===== src/rtl/pwm_sample_sched_if.sv =====
// Producer handshake plus the PWM-facing outputs of pwm_sample_sched.
// The master side is the producer or bench; the slave side is the scheduler.
interface pwm_sample_sched_if #(
  parameter int DEPTH = 8
);
  localparam int LW = $clog2(DEPTH) + 1;

  logic          enable;
  logic [7:0]    in_data;
  logic          in_valid;
  logic          in_ready;
  logic [7:0]    sample;
  logic          frame_start;
  logic [LW-1:0] level;
  logic          underrun;
  logic [15:0]   underrun_cnt;

  modport master (
    output enable, in_data, in_valid,
    input  in_ready, sample, frame_start, level, underrun, underrun_cnt
  );

  modport slave (
    input  enable, in_data, in_valid,
    output in_ready, sample, frame_start, level, underrun, underrun_cnt
  );
endinterface


===== src/rtl/pwm_sample_sched.sv =====
// Buffers bursty 8-bit samples and releases one per PWM frame on the frame boundary,
// with start-up priming, underrun recovery and mute/flush.
module pwm_sample_sched #(
  parameter int PERIOD   = 255,
  parameter int DEPTH    = 8,
  parameter int MIDSCALE = 128
) (
  input  logic              clk,
  input  logic              rst_n,
  pwm_sample_sched_if.slave bus
);
  localparam int AW = $clog2(DEPTH);
  localparam int LW = AW + 1;
  localparam int FW = (PERIOD > 2) ? $clog2(PERIOD) : 1;
  localparam logic [FW-1:0] FC_LAST   = FW'(PERIOD - 1);
  localparam logic [FW-1:0] FC_PRE    = FW'(PERIOD - 2);
  localparam logic [LW-1:0] LVL_FULL  = LW'(DEPTH);
  localparam logic [LW-1:0] LVL_PRIME = LW'(DEPTH / 2);
  localparam logic [7:0]    MID       = 8'(MIDSCALE);

  typedef enum logic [1:0] {S_IDLE, S_PRIME, S_RUN} state_e;

  state_e        r_state, w_state_nxt;
  logic [FW-1:0] r_fc;
  logic          r_frame_start;
  logic [7:0]    r_mem [DEPTH];
  logic [AW-1:0] r_wr_ptr, r_rd_ptr;
  logic [LW-1:0] r_level;
  logic [7:0]    r_sample;
  logic          r_underrun;
  logic [15:0]   r_underrun_cnt;

  logic w_boundary, w_in_ready, w_push, w_pop, w_flush, w_load_mid, w_underrun;

  assign w_boundary = (r_fc == FC_LAST);
  assign w_in_ready = bus.enable && (r_state != S_IDLE) && (r_level < LVL_FULL);
  assign w_push     = bus.in_valid && w_in_ready;

  // frame_start is registered one cycle ahead so it is a clean flop output.
  always_ff @(posedge clk or negedge rst_n) begin
    if (!rst_n) begin
      r_fc          <= '0;
      r_frame_start <= 1'b0;
    end else begin
      // NOTE: sequential state uses non-blocking assignment so every flop samples pre-edge values.
      r_fc          <= w_boundary ? '0 : r_fc + FW'(1);
      r_frame_start <= (r_fc == FC_PRE);
    end
  end

  always_ff @(posedge clk or negedge rst_n) begin
    if (!rst_n) r_state <= S_IDLE;
    else        r_state <= w_state_nxt;
  end

  always_comb begin
    // NOTE: every combinational output gets a default first, so no path can infer a latch.
    w_state_nxt = r_state;
    w_pop       = 1'b0;
    w_flush     = 1'b0;
    w_load_mid  = 1'b0;
    w_underrun  = 1'b0;
    if (!bus.enable) begin
      w_state_nxt = S_IDLE;
      w_flush     = 1'b1;
      w_load_mid  = w_boundary;
    end else begin
      case (r_state)
        S_IDLE: begin
          w_state_nxt = S_PRIME;
          w_flush     = 1'b1;
          w_load_mid  = w_boundary;
        end
        S_PRIME: begin
          if (w_boundary && (r_level >= LVL_PRIME)) begin
            w_pop       = 1'b1;
            w_state_nxt = S_RUN;
          end
        end
        S_RUN: begin
          if (w_boundary) begin
            if (r_level != '0) begin
              w_pop = 1'b1;
            end else begin
              w_underrun  = 1'b1;
              w_state_nxt = S_PRIME;
            end
          end
        end
        default: begin
          w_state_nxt = S_IDLE;
          w_flush     = 1'b1;
        end
      endcase
    end
  end

  // Pop decisions use the registered level, so a same-edge push is never popped early.
  always_ff @(posedge clk or negedge rst_n) begin
    if (!rst_n) begin
      r_wr_ptr <= '0;
      r_rd_ptr <= '0;
      r_level  <= '0;
    end else if (w_flush) begin
      r_wr_ptr <= '0;
      r_rd_ptr <= '0;
      r_level  <= '0;
    end else begin
      if (w_push) r_wr_ptr <= r_wr_ptr + AW'(1);
      if (w_pop)  r_rd_ptr <= r_rd_ptr + AW'(1);
      r_level <= r_level + LW'(w_push) - LW'(w_pop);
    end
  end

  // NOTE: the storage array has no reset; occupancy and pointers alone define valid entries.
  always_ff @(posedge clk) begin
    if (w_push) r_mem[r_wr_ptr] <= bus.in_data;
  end

  always_ff @(posedge clk or negedge rst_n) begin
    if (!rst_n) begin
      r_sample       <= MID;
      r_underrun     <= 1'b0;
      r_underrun_cnt <= '0;
    end else begin
      if (w_pop)           r_sample <= r_mem[r_rd_ptr];
      else if (w_load_mid) r_sample <= MID;
      r_underrun <= w_underrun;
      if (w_underrun && (r_underrun_cnt != 16'hFFFF))
        r_underrun_cnt <= r_underrun_cnt + 16'd1;
    end
  end

  assign bus.in_ready     = w_in_ready;
  assign bus.sample       = r_sample;
  assign bus.frame_start  = r_frame_start;
  assign bus.level        = r_level;
  assign bus.underrun     = r_underrun;
  assign bus.underrun_cnt = r_underrun_cnt;
endmodule


===== src/flat_wrapper.sv =====
// flat-port wrapper written by rule: the top's interface ports become plain ports
module pwm_sample_sched_flat 
#(
  parameter int PERIOD   = 255,
  parameter int DEPTH    = 8,
  parameter int MIDSCALE = 128
)
  (clk, rst_n, bus_enable, bus_in_data, bus_in_valid, bus_in_ready, bus_sample, bus_frame_start, bus_level, bus_underrun, bus_underrun_cnt);
  pwm_sample_sched_if #(.DEPTH(DEPTH)) bus_i ();
  input  logic clk;
  input  logic rst_n;
  input wire logic [$bits(bus_i.enable)-1:0] bus_enable;
  input wire logic [$bits(bus_i.in_data)-1:0] bus_in_data;
  input wire logic [$bits(bus_i.in_valid)-1:0] bus_in_valid;
  output wire logic [$bits(bus_i.in_ready)-1:0] bus_in_ready;
  output wire logic [$bits(bus_i.sample)-1:0] bus_sample;
  output wire logic [$bits(bus_i.frame_start)-1:0] bus_frame_start;
  output wire logic [$bits(bus_i.level)-1:0] bus_level;
  output wire logic [$bits(bus_i.underrun)-1:0] bus_underrun;
  output wire logic [$bits(bus_i.underrun_cnt)-1:0] bus_underrun_cnt;
  assign bus_i.enable = bus_enable;
  assign bus_i.in_data = bus_in_data;
  assign bus_i.in_valid = bus_in_valid;
  assign bus_in_ready = bus_i.in_ready;
  assign bus_sample = bus_i.sample;
  assign bus_frame_start = bus_i.frame_start;
  assign bus_level = bus_i.level;
  assign bus_underrun = bus_i.underrun;
  assign bus_underrun_cnt = bus_i.underrun_cnt;
  pwm_sample_sched #(.PERIOD(PERIOD), .DEPTH(DEPTH), .MIDSCALE(MIDSCALE)) u_core (.clk(clk), .rst_n(rst_n), .bus(bus_i));
endmodule

===== config.mk =====
export PLATFORM = sky130hd
export DESIGN_NAME = pwm_sample_sched_flat
export DESIGN_NICKNAME = d
export VERILOG_FILES = /design/src/rtl/pwm_sample_sched_if.sv /design/src/rtl/pwm_sample_sched.sv /design/src/flat_wrapper.sv
export SDC_FILE = /design/constraint.sdc
export NUM_CORES = 1
export LEC_CHECK = 0
export ABC_AREA = 1
export CAP_MARGIN = 20
export CORE_UTILIZATION = 58
export CTS_CLUSTER_SIZE = 20
export DETAILED_ROUTE_END_ITERATION = 7
export PLACE_DENSITY = 0.8
export SYNTH_ARGS = -nofsm -noshare
export SYNTH_HDL_FRONTEND = slang
export SYNTH_SLANG_ARGS = --single-unit
export TNS_END_PERCENT = 100

===== constraint.sdc =====
create_clock -name clk -period 3.15 [get_ports clk]
set_input_delay 0.315 -clock clk [delete_from_list [all_inputs] [get_ports clk]]
set_output_delay 0.315 -clock clk [all_outputs]
set_load 0.05 [all_outputs]

## Word level (Yosys, flattened, before mapping)

Memories as Yosys holds them, arrays and structs flattened.
Cells that the tools add are included.

- Memory bits (writable): 64
- Logic and storage cells: 67
- Output and inout port bits: 31
- Register bits after elaboration: 46
- Input bits: 12
- Memories kept: 1

- Add/subtract/negate cells: 6
- Order comparisons: 2
- Eq/ne operators: 8
- Reduce and logical (&&, ||, !) cells: 13
- Mux-type cells: 28

Memory list:

| name | depth | width | rd ports | clocked after Yosys merged registers in | write ports | line | source |
|---|---|---|---|---|---|---|---|
| u_core.r_mem | 8 | 8 | 1 | 0 | 1 | pwm_sample_sched.sv:26 | `logic [7:0] r_mem [DEPTH];` |

Operator list:

| kind | number |
|---|---|
| two-way mux 8 bit | 3 |
| adder 16 x 1 -> 16 bit, second input constant | 1 |
| == test 8 bit, second input constant | 2 |
| inequality test 16 bit, second input constant | 1 |
| two-way mux 1 bit | 14 |
| two-way mux 3 bit | 4 |
| adder 8 x 1 -> 8 bit, second input constant | 1 |
| two-way mux 2 bit | 4 |
| nonzero test 2 bit | 4 |
| adder 3 x 1 -> 3 bit, second input constant | 2 |
| inequality test 3 x 2 -> 1 bit, second input constant | 2 |
| one-hot mux 2 bit (3 select lines) | 1 |
| logical AND 1 bit | 5 |
| adder 4 x 1 -> 4 bit | 1 |
| greater-or-equal comparator 4 x 3 -> 1 bit, second input constant | 1 |
| < comparator 4 bit, second input constant | 1 |
| two-way mux 4 bit | 1 |
| nonzero test 4 bit | 1 |
| subtractor 4 x 1 -> 4 bit | 1 |
| inequality test 3 bit, second input constant | 1 |
| AND reduction 3 bit | 1 |
| == test 2 x 1 -> 1 bit, second input constant | 1 |
| == test 2 bit, second input constant | 1 |
| logical NOT 2 bit | 1 |
| 2 further kinds | 2 |

## Logic depth before layout (Yosys ltp)

Gate-level depths: netlist of the first run.

- Depth in word-level cells: 7
- Mapped depth: 15
- Depth with buffers taken out: 15

## Worst setup path before layout of the first run

No wires, ideal clock.

- Kind: reg-to-reg
- Start point: reg u_core.r_level[3] (netlist: u_core.bus.level[3])
- End point: mem u_core.r_mem[3][0], enable pin
- Cell stages (with the launch flop): 6
- Buffers on the path: 0
- Data required time: 2767 ps
- Period minus slack after synthesis: 3364 ps
- Path slack: -214 ps
- Data arrival time: 2981 ps
- Setup time: 383 ps
- Cells stage by stage: dfrtp_1 > nor3_1 > nand2_1 > nor2_1 > inv_1 > nor3_1

- Longest elaborated chain between the ends: 5

RTL lines:

| element | line | source |
|---|---|---|
| start, declared | pwm_sample_sched.sv:28 | `logic [LW-1:0] r_level;` |
| start signal, assigned | pwm_sample_sched.sv:111 | `r_level <= r_level + LW'(w_push) - LW'(w_pop);` |
| < comparator 4 bit | pwm_sample_sched.sv:36 | `assign w_in_ready = bus.enable && (r_state != S_IDLE) && (r_level < LVL_FULL);` |
| logical AND 1 bit | pwm_sample_sched.sv:36 |  |
| named net bus_in_ready | flat_wrapper.sv:15 | `output wire logic [$bits(bus_i.in_ready)-1:0] bus_in_ready;` |
| logical AND 1 bit | pwm_sample_sched.sv:37 | `assign w_push = bus.in_valid && w_in_ready;` |
| two-way mux 1 bit | pwm_sample_sched.sv:117 | `if (w_push) r_mem[r_wr_ptr] <= bus.in_data;` |
| two-way mux 1 bit (implied by the code) | pwm_sample_sched.sv:117 |  |
| end, declared | pwm_sample_sched.sv:26 |  |

The timed path passes the listed nets, and every way through them passes these cells.

## Worst setup path after layout of the first run

- Start point: reg u_core.r_fc[0]
- End point: reg u_core.r_level[1] (netlist: u_core.bus.level[1])

- Longest elaborated chain between the ends: 7
- Elaborated cells on any way between the ends: 8
- Classes of those cells: add/sub: 1; eq/ne: 1; mux: 5; reduce/logical: 1

RTL lines:

| element | line | source |
|---|---|---|
| start, declared | pwm_sample_sched.sv:24 | `logic [FW-1:0] r_fc;` |
| start signal, assigned | pwm_sample_sched.sv:46 | `r_fc <= w_boundary ? '0 : r_fc + FW'(1);` |
| == test 8 bit * | pwm_sample_sched.sv:35 | `assign w_boundary = (r_fc == FC_LAST);` |
| logical AND 1 bit | pwm_sample_sched.sv:75 | `if (w_boundary && (r_level >= LVL_PRIME)) begin` |
| two-way mux 1 bit | pwm_sample_sched.sv:75 |  |
| one-hot mux 1 bit (2 select lines) * | pwm_sample_sched.sv:68 | `case (r_state)` |
| two-way mux 1 bit * | pwm_sample_sched.sv:63 | `if (!bus.enable) begin` |
| subtractor 4 x 1 -> 4 bit * | pwm_sample_sched.sv:111 |  |
| two-way mux 4 bit * | pwm_sample_sched.sv:104 | `end else if (w_flush) begin` |

Every way passes the cells marked *; elsewhere a longest branch is shown, timed or not.
A chain may end at the register's enable or synchronous reset.

==> impl.org, run 1 <==
** Status
- The run finished with clean final reports.

** Finish
- In the final layout, the share of cells above drive strength 1 is 0.0750.
- Compared with the post-synthesis result, the final layout area differs by 14.4%.
- Final standard cell area without fillers :: 5920 µm²
- FILL cells :: 675
- Final core utilization :: 0.682
- After the last flow step, the layout net total stands at 623.
- Final antenna diode count :: 0
- After the flow finishes, the layout carries non-filler instances totaling about 710.
- Most common library cell in the layout ignoring fill and taps :: nand2_1
- Leaving out fill and tap cells, the most frequent cells in the layout are nand2_1 (192), edfxtp_1 (64), nand3_1 (48), inv_1 (46), dfrtp_1 (45).

** Yosys
- In the synthesized netlist, the number of instances is 546.
- Unique masters post-synth :: 34
- Count of state elements after synthesis :: 110
- For this run, the number of Yosys warnings is 0.
- The cell area that synthesis handed to floorplanning was slightly above 5000 µm².
- Fraction of the yosys area taken by sequential cells :: 0.594
- A synthesized cell averages about 9.5 µm².
- Net count of the mapped netlist :: between 500 and 600

** Route
- Total vias in the final route :: ~3,800
- In the final routed layout, each cell accounts on average for 13.7 µm.
- Antenna viol nets, final :: 0
- For this block, the routed nets add up to 9710 µm of wire.
- Average via count per standard cell :: between 5 and 6
- First drt pass iteration count :: 5
- The first routing iteration left roughly 200 violations.
- In the routed design, unresolved DRC markers number 0.

** Placed design
- Weighted congestion reported at the end of routability-driven placement :: a little under 0.9
- Buffers placed on the I/O ports in this run total 42.
- Once placement completed, the tool counted placed cells totaling just under 700.
- Post-placement setup slack :: around 0.49 ns
- The HPWL after detailed placement is a little under 7000 µm.
- Post-place instance area :: 5700 µm²

** Global route
- The number of global-route vias before repair came to ~3,500.
- Entering global routing, the biggest net connects between 40 and 50 pins.
- The number of antenna violations at the first check in global routing was 0.
- Residual overflow from global routing :: 0
- The first global-routing pass estimated between 15,000 and 20,000 µm of wire.
- Combined global-route utilization of all metal layers :: 0.225

** Clocking
- After clock tree synthesis, the clock-pin slew on the worst setup and hold paths is 0.10 ns.
- TritonCTS built the clock tree.
- Number of buffers added by the clock tree synthesis step :: 9
- The tree built by TritonCTS fans out to 110 sinks.
- Buffer cell driving the clock tree root :: clkbuf_8
- Clk Latency, worst-skew pair :: 0.38 ns
- No sink is reached through more buffers than the 2 on the longest clock path.
- Post-CTS Resized :: 0
- The clock tree synthesis step divided the H-tree into 3 levels.

** Floorplanning
- The die covers about 9300 µm².
- Die boundary height :: between 90 and 100 µm
- Measured along the x axis, the die boundary spans just under 100 µm.
- Placement Rows :: 34
- Effective utilization at floorplan :: 0.596
- Total core area :: ~8700 µm²
- between 40 and 50 I/O pins were placed.

** Setup path
- Biggest fanout along the worst timing path :: 6
- STA puts the critical path data arrival time at roughly 2.8 ns.
- For the worst setup path, the data required time is approximately 3.4 ns.
- Critical Path Sink Type :: flip-flop
- The setup path with the least slack is of type reg -> reg.
- Nature of the critical path startpoint :: flip-flop

** STA
- For the final routed database, the setup TNS stands at 0 ns.
- Final clock period utilization by the worst path :: 0.817
- Achievable clock frequency :: between 0.3 and 0.4 GHz
- The final hold violation count was 0.
- On the final layout, the worst hold slack is ~0.37 ns.
- RSZ-0062 raised after global routing :: false
- For the pin with the worst max-slew slack, the measured transition is 0.656 ns.
- Between clock sinks in the finished design, the worst skew comes to 0.0143 ns.
- Worst Slack Setup Final :: roughly 0.58 ns
- The worst path needs between 2 and 3 ns of the cycle, external delays included.
- The number of slew-limit violations in the final report came to 0.
- Max_slew headroom :: 0.561
- Setup violations remaining at the end of the flow were counted as 0.

** Min path
- The tightest min-delay check is of the in -> async type.

** Pwr
- Total power divided by cell area :: 449 nW/µm²
- Sequential share of power :: 0.593
- Worst IR drop on VDD :: 0.000427 V
- Fraction of power consumed by combinational cells :: 0.098
- Summed over all cells, the static leakage comes to approximately 2.6 nW.
- Summing internal, switching and leakage power gives between 2 and 3 mW.
- Of the total power, the clock network draws 0.309.
- Switching portion of total power :: 0.267
- The internal portion of the total power is just under 2 mW.
- Net switching power of the design :: just over 0.7 mW

** Flow run
- Reported max-cap violation count :: 0
-- cell families after synthesis --
group / after synthesis / synth area share
and+or+nand+nor: 313 / 0.258
DFF: 110 / 0.594
buffers and inverters: 64 / 0.0541
AOI/OAI and AO/OA: 31 / 0.0331
adders and majority gates: 16 / 0.0401
xor gates and xnor gates: 12 / 0.0203
-- state kept, by name, indices dropped and copies added (netlist names) --
signal and flops:
u_core.bus.sample 8, u_core.r_state 2, u_core.bus.frame_start 1, u_core.r_rd_ptr 3
u_core.r_fc 8, u_core.r_wr_ptr 3, u_core.bus.underrun_cnt 16, u_core.bus.level 4
u_core.r_mem 64, u_core.bus.underrun 1
-- layout make-up --
cell class | count | area (µm²) | area share
clock buffer | 9 | 124 | 0.0209
tap | 108 | 135 | 0.0228
sequential | 110 | 3070 | 0.519
inverter | 49 | 184 | 0.0311
timing repair buffer | 53 | 513 | 0.0867
clock inverter | 7 | 62.6 | 0.0106
multi-input combinational | 372 | 1830 | 0.309
-- synthesized netlist by cell type (all sizes together) --
| cell type | instances | area (µm²) |
|---|---|---|
| a211oi | 1 | 7.51 |
| a21oi | 9 | 45.0 |
| buf | 7 | 66.3 |
| clkbuf | 8 | 30.0 |
| clkinv | 2 | 7.51 |
| dfrtp | 45 | 1130 |
| dfstp | 1 | 26.3 |
| edfxtp | 64 | 1920 |
| fa | 1 | 20.0 |
| ha | 15 | 188 |
| inv | 47 | 176 |
| nand2 | 198 | 763 |
| nand3 | 49 | 250 |
| nand3b | 2 | 15.0 |
| nand4 | 6 | 37.5 |
| nor2 | 46 | 198 |
| nor2b | 1 | 13.8 |
| nor3 | 11 | 60.1 |
| o21ai | 19 | 106 |
| o22ai | 2 | 12.5 |
| xnor2 | 3 | 26.3 |
| xor2 | 9 | 78.8 |
-- what timing repair did --
item | 4_1_cts | 5_1_grt
endpoints found under the hold margin | 0 | 13
hold buffers | 0 | 1
setup buffers | 0 | 0
-- power groups by stage --
stage | Combinational, mW | Clock [mW] | Sequential, mW
2_1_floorplan | 0.153 | 0 | 1.61
3_3_place_gp | 0.237 | 0 | 1.61
3_5_place_dp | 0.254 | 0 | 1.61
4_1_cts | 0.255 | 0.833 | 1.58
5_1_grt | 0.289 | 0.884 | 1.58
6_report | 0.260 | 0.822 | 1.58
-- routing by layer --
| layer | wire length (µm) | vias to the layer above | part of all wire | GRT usage |
|---|---|---|---|---|
| met2 | 4770 | 112 | 0.49 | 0.380 |
| met1 | 4280 | 1776 | 0.44 | 0.293 |
| met3 | 447 | 22 | 0.046 | 0.0376 |
| met4 | 204 | 0 | 0.021 | 0.0858 |
| met5 | 0 | - | 0 | 0 |
| li1 | - | 1883 | - | - |
-- critical path, stage by stage (launching register included) --
cell and delay, ns:
dfrtp_1 0.45, inv_1 0.09, ha_1 0.17, nand3_1 0.11, nor2_2 0.25, nand2_1 0.12
nand2_2 0.12, nand2_2 0.06, inv_1 0.11, ha_1 0.24, inv_1 0.06, ha_1 0.17
fa_1 0.41, inv_1 0.07, nor2_1 0.04
-- worst paths after layout --
| check | from | endpoint | slack (ns) | cells after the start |
|---|---|---|---|---|
| worst max-delay path | u_core.r_fc[0] | u_core.bus.level[1] | 0.58 | 14 |
| worst min register to register | u_core.r_fc[7] | u_core.r_fc[7] | 0.50 | 2 |
| min in group clk | u_core.r_fc[7] | u_core.r_fc[7] | 0.50 | 2 |
| max in group asynchronous | rst_n | u_core.bus.sample[7] | 2.23 | 3 |
| worst max register to register | u_core.r_fc[0] | u_core.bus.level[1] | 0.58 | 14 |
| worst min-delay path | rst_n | u_core.r_fc[2] | 0.37 | 2 |
Note: power is estimated with default switching activity, not from simulation.
==> run 2: changes to the inputs <==
Settings changed: CORE_UTILIZATION 58 to 52, PLACE_DENSITY 0.8 to 0.76.
Clock period 3.15 ns to 2.3 ns, I/O delays scaled along.
==> run 2 against run 1 <==
  * Worst hold slack improved by 0.10 ns
  * Critical path depth shrank 2
  * Design area grew 4.0%
  * Critical endpoint unchanged
  * Largest cell class unchanged
  * Largest power group unchanged
==> impl.org, run 2 (same netlist as run 1, synthesis figures left out) <==
** Route
- Average via count per standard cell :: 5.01 (-6.6%)
- Antenna viol nets, final :: 0 (unchanged)
- The total number of vias was 3,754 (-1.0%).
- The number of DRC violations after detailed routing is 0 (unchanged).
- The detail-routed net length per standard cell was 14.0 µm (+2.0%).
- The number of DRC violations after detailed-routing iteration 0 was 148 (-27%).
- The final wirelength came to 10,500 µm (+8.0%).
- The number of search-and-repair iterations in the first detailed-routing pass came to 4 (-1).

** Pwr
- The portion of total power attributed to the clock network is 0.289 (-0.020).
- Sequential share of power :: 0.597 (+0.004)
- Total power divided by cell area :: 588 nW/µm² (+31%)
- The switching part of the total power was 0.260 (-0.00698).
- The cell internal power dissipation came to 2.68 mW (+37%).
- The reported leakage power came to 2.68 nW (+3.3%).
- Worst IR drop on VDD :: 0.000587 V (+38%)
- The final total power was 3.62 mW (+36%).
- The switching power summed over all nets came to 0.940 mW (+33%).
- Fraction of power consumed by combinational cells :: 0.114 (+0.016)

** Global route
- Maximum number of pins on one net before global-route repair :: 47 (unchanged)
- The remaining global-route overflow was 0 (unchanged).
- Antenna violations before repair :: 0 (unchanged)
- The total global-route track usage came to 0.225 (-0.000800).
- The number of global-route vias before repair was 3,682 (+6.4%).
- The wire length of the first global-routing pass came to 17,300 µm (+9.6%).

** Finish
- Signed area change from the synthesized netlist to the final layout :: 18.9%
- Area taken by multi-input logic gates :: 1920 µm² (+4.9%)
- Leaving out fill and tap cells, the most frequent cell in the layout is nand2_1.
- Final standard cell area without fillers :: 6150 µm² (+4.0%)
- Share of cells above drive strength 1 :: 0.139 (+0.0644)
- The flip-flop count of the largest register after layout came to 64 (unchanged).
- Final std cells w/o fill :: 750 (+5.9%)
- Counting flops per register, the top entry is u_core.r_mem.
- The count of inserted antenna diode cells is 0 (unchanged).
- Leaving out fill and tap cells, the most frequent cells in the layout are nand2_1 (191), edfxtp_1 (64), nand3_1 (47), nor2_1 (42), dfrtp_1 (41).
- Final layout net count :: 641 (+2.9%)
- The total area of sequential cells came to 3080 µm² (+0.16%).
- FILL cells :: 772 (+14%)

** Placed design
- Weighted congestion reported at the end of routability-driven placement :: 0.828 (-5.0%)
- The quantity of I/O buffers inserted on ports came to 42 (unchanged).
- Post-place instance area :: 5930 µm² (+4.0%)
- Post-placement cell count :: 731 (+5.9%)
- Placed wire-length estimate :: 7190 µm (+5.6%)

** STA
- The number of setup violations in the final report is 0 (unchanged).
- The transition at the pin with the smallest max-transition slack is 0.658 ns (+0.00222 ns).
- The worst slew slack as a fraction of its limit came to 0.558 (-0.00281).
- Final clock period utilization by the worst path :: 0.956 (+0.139)
- Slew Limit Fails :: 0 (unchanged)
- The post-layout minimum cycle time came to 2.20 ns (-0.375 ns).
- Final sum of negative setup slack :: 0 ns (unchanged)
- The final hold violation count came to 0 (unchanged).
- Worst hold slack after final layout :: 0.467 ns (+0.0996 ns)
- Achievable clock frequency :: 0.455 GHz (+17%)
- Setup Skew :: 0.00954 ns (-0.00474 ns)

** Floorplanning
- The core footprint was 9730 µm² (+12%).
- Effective utilization at floorplan :: 0.532 (-0.0644)
- The boundary pin count came to 43 (unchanged).
- Placement Rows :: 36 (+5.9%)
- The height of the die came to 102 µm (+5.5%).
- The overall die width came to 102 µm (+5.5%).
- The area of the die was 10,400 µm² (+11%).

** Setup path
- The worst endpoint data arrival time was 2.51 ns (-0.32 ns).
- Class of the most critical setup path :: reg -> reg
- The worst setup path is launched from a flip-flop.
- CP peak stage delay :: 0.52 ns (+0.07 ns)
- CP cell instances :: inv_2 > ha_1 > nand2_1 > inv_1 > nand2_4 > inv_4 > ha_4 > inv_2 > ha_4 > fa_2 > inv_1 > nor2_1
- For this design, the slowest cell found on the critical path is fa_2.
- Critical path origin :: u_core.r_state[0]
- STA classifies the critical path endpoint as a flip-flop.
- Startpoint of the lowest-slack register-to-register path :: u_core.r_state[0]
- The largest fanout on the critical path was 3 (-3).
- The required time of the critical path came to 2.61 ns (-0.80 ns).

** Min path
- Path class of the lowest-slack min-delay path :: in -> async

** Clocking
- The number of buffers created by CTS is 9 (unchanged).
- The root buffer cell chosen for the clock tree is clkbuf_8.
- Clk Latency, worst-skew pair :: 0.38 ns (about the same)
- Number of clock sinks :: 110 (unchanged)
- Clock transition at the registers of the reported paths :: 0.10 ns (about the same)
- The worst-case clock buffer depth was 2 (unchanged).
- TritonCTS built the clock tree.
- Maximum level of the CTS H-tree :: 3 (unchanged)

** Flow run
- Reported max-cap violation count :: 0 (unchanged)

** Status
- The flow ran to the end, and the final reports show no timing, DRC or antenna violations.
run 2: power groups by stage:
stage / clock network [mW] / registers, mW / logic [mW]
final: 1.05 / 2.16 / 0.412
after global routing: 1.15 / 2.17 / 0.456
after CTS: 1.07 / 2.16 / 0.410
after detailed placement: 0 / 2.20 / 0.406
after global placement: 0 / 2.20 / 0.395
after floorplan: 0 / 2.21 / 0.227
run 2: path summary, 6_finish.rpt:
| path | end | slack, ns | depth (start not counted) |
|---|---|---|---|
| worst max-delay path | u_core.bus.level[1] | 0.10 | 12 |
| max in group asynchronous | u_core.bus.level[2] | 1.42 | 3 |
| min in group clk | u_core.bus.sample[0] | 0.52 | 2 |
| worst max register to register | u_core.bus.level[1] | 0.10 | 12 |
| worst min-delay path | u_core.r_fc[3] | 0.47 | 3 |
| worst min register to register | u_core.bus.sample[0] | 0.52 | 2 |
run 2: final cells by class:
type | instances | share of cell area
flip-flops and latches | 110 | 0.500
multi-input cells | 372 | 0.312
repair buffers | 71 | 0.103
inverters | 49 | 0.0307
well taps | 133 | 0.0270
clock buffers | 9 | 0.0201
clock inverters | 6 | 0.00732
run 2: metrics by stage:
stage                     utilization  setup slack, ns
after global placement          0.609           0.0887
after floorplan                     -          -0.0180
after CTS                       0.629          0.00466
after detailed placement        0.609          0.00543
final                           0.632            0.101
after global routing            0.632          -0.0185
run 2: routing by layer:
| layer | vias up | GRT usage | wire (µm) |
|---|---|---|---|
| met5 | - | 0 | 0 |
| met3 | 9 | 0.0635 | 509 |
| met2 | 75 | 0.382 | 5380 |
| met1 | 1764 | 0.273 | 4490 |
| met4 | 0 | 0.0814 | 107 |
| li1 | 1906 | - | - |
run 2: critical path, delay by kind of cell (launching register included):
kind          cells  cell delay (ns)
fa+ha+maj         4             1.21
flops             1             0.40
simple gates      3             0.27
buf+inv           5             0.27
run 2: repair_timing:
item | 4_1_cts | 5_1_grt
endpoints found under the hold margin | 45 | 0
hold buffers | 1 | 0
pin swaps | 1 | 8
setup buffers | 1 | 2
gates cloned | 0 | 0
setup endpoints to repair | 1 | 2
gates resized for setup | 0 | 7
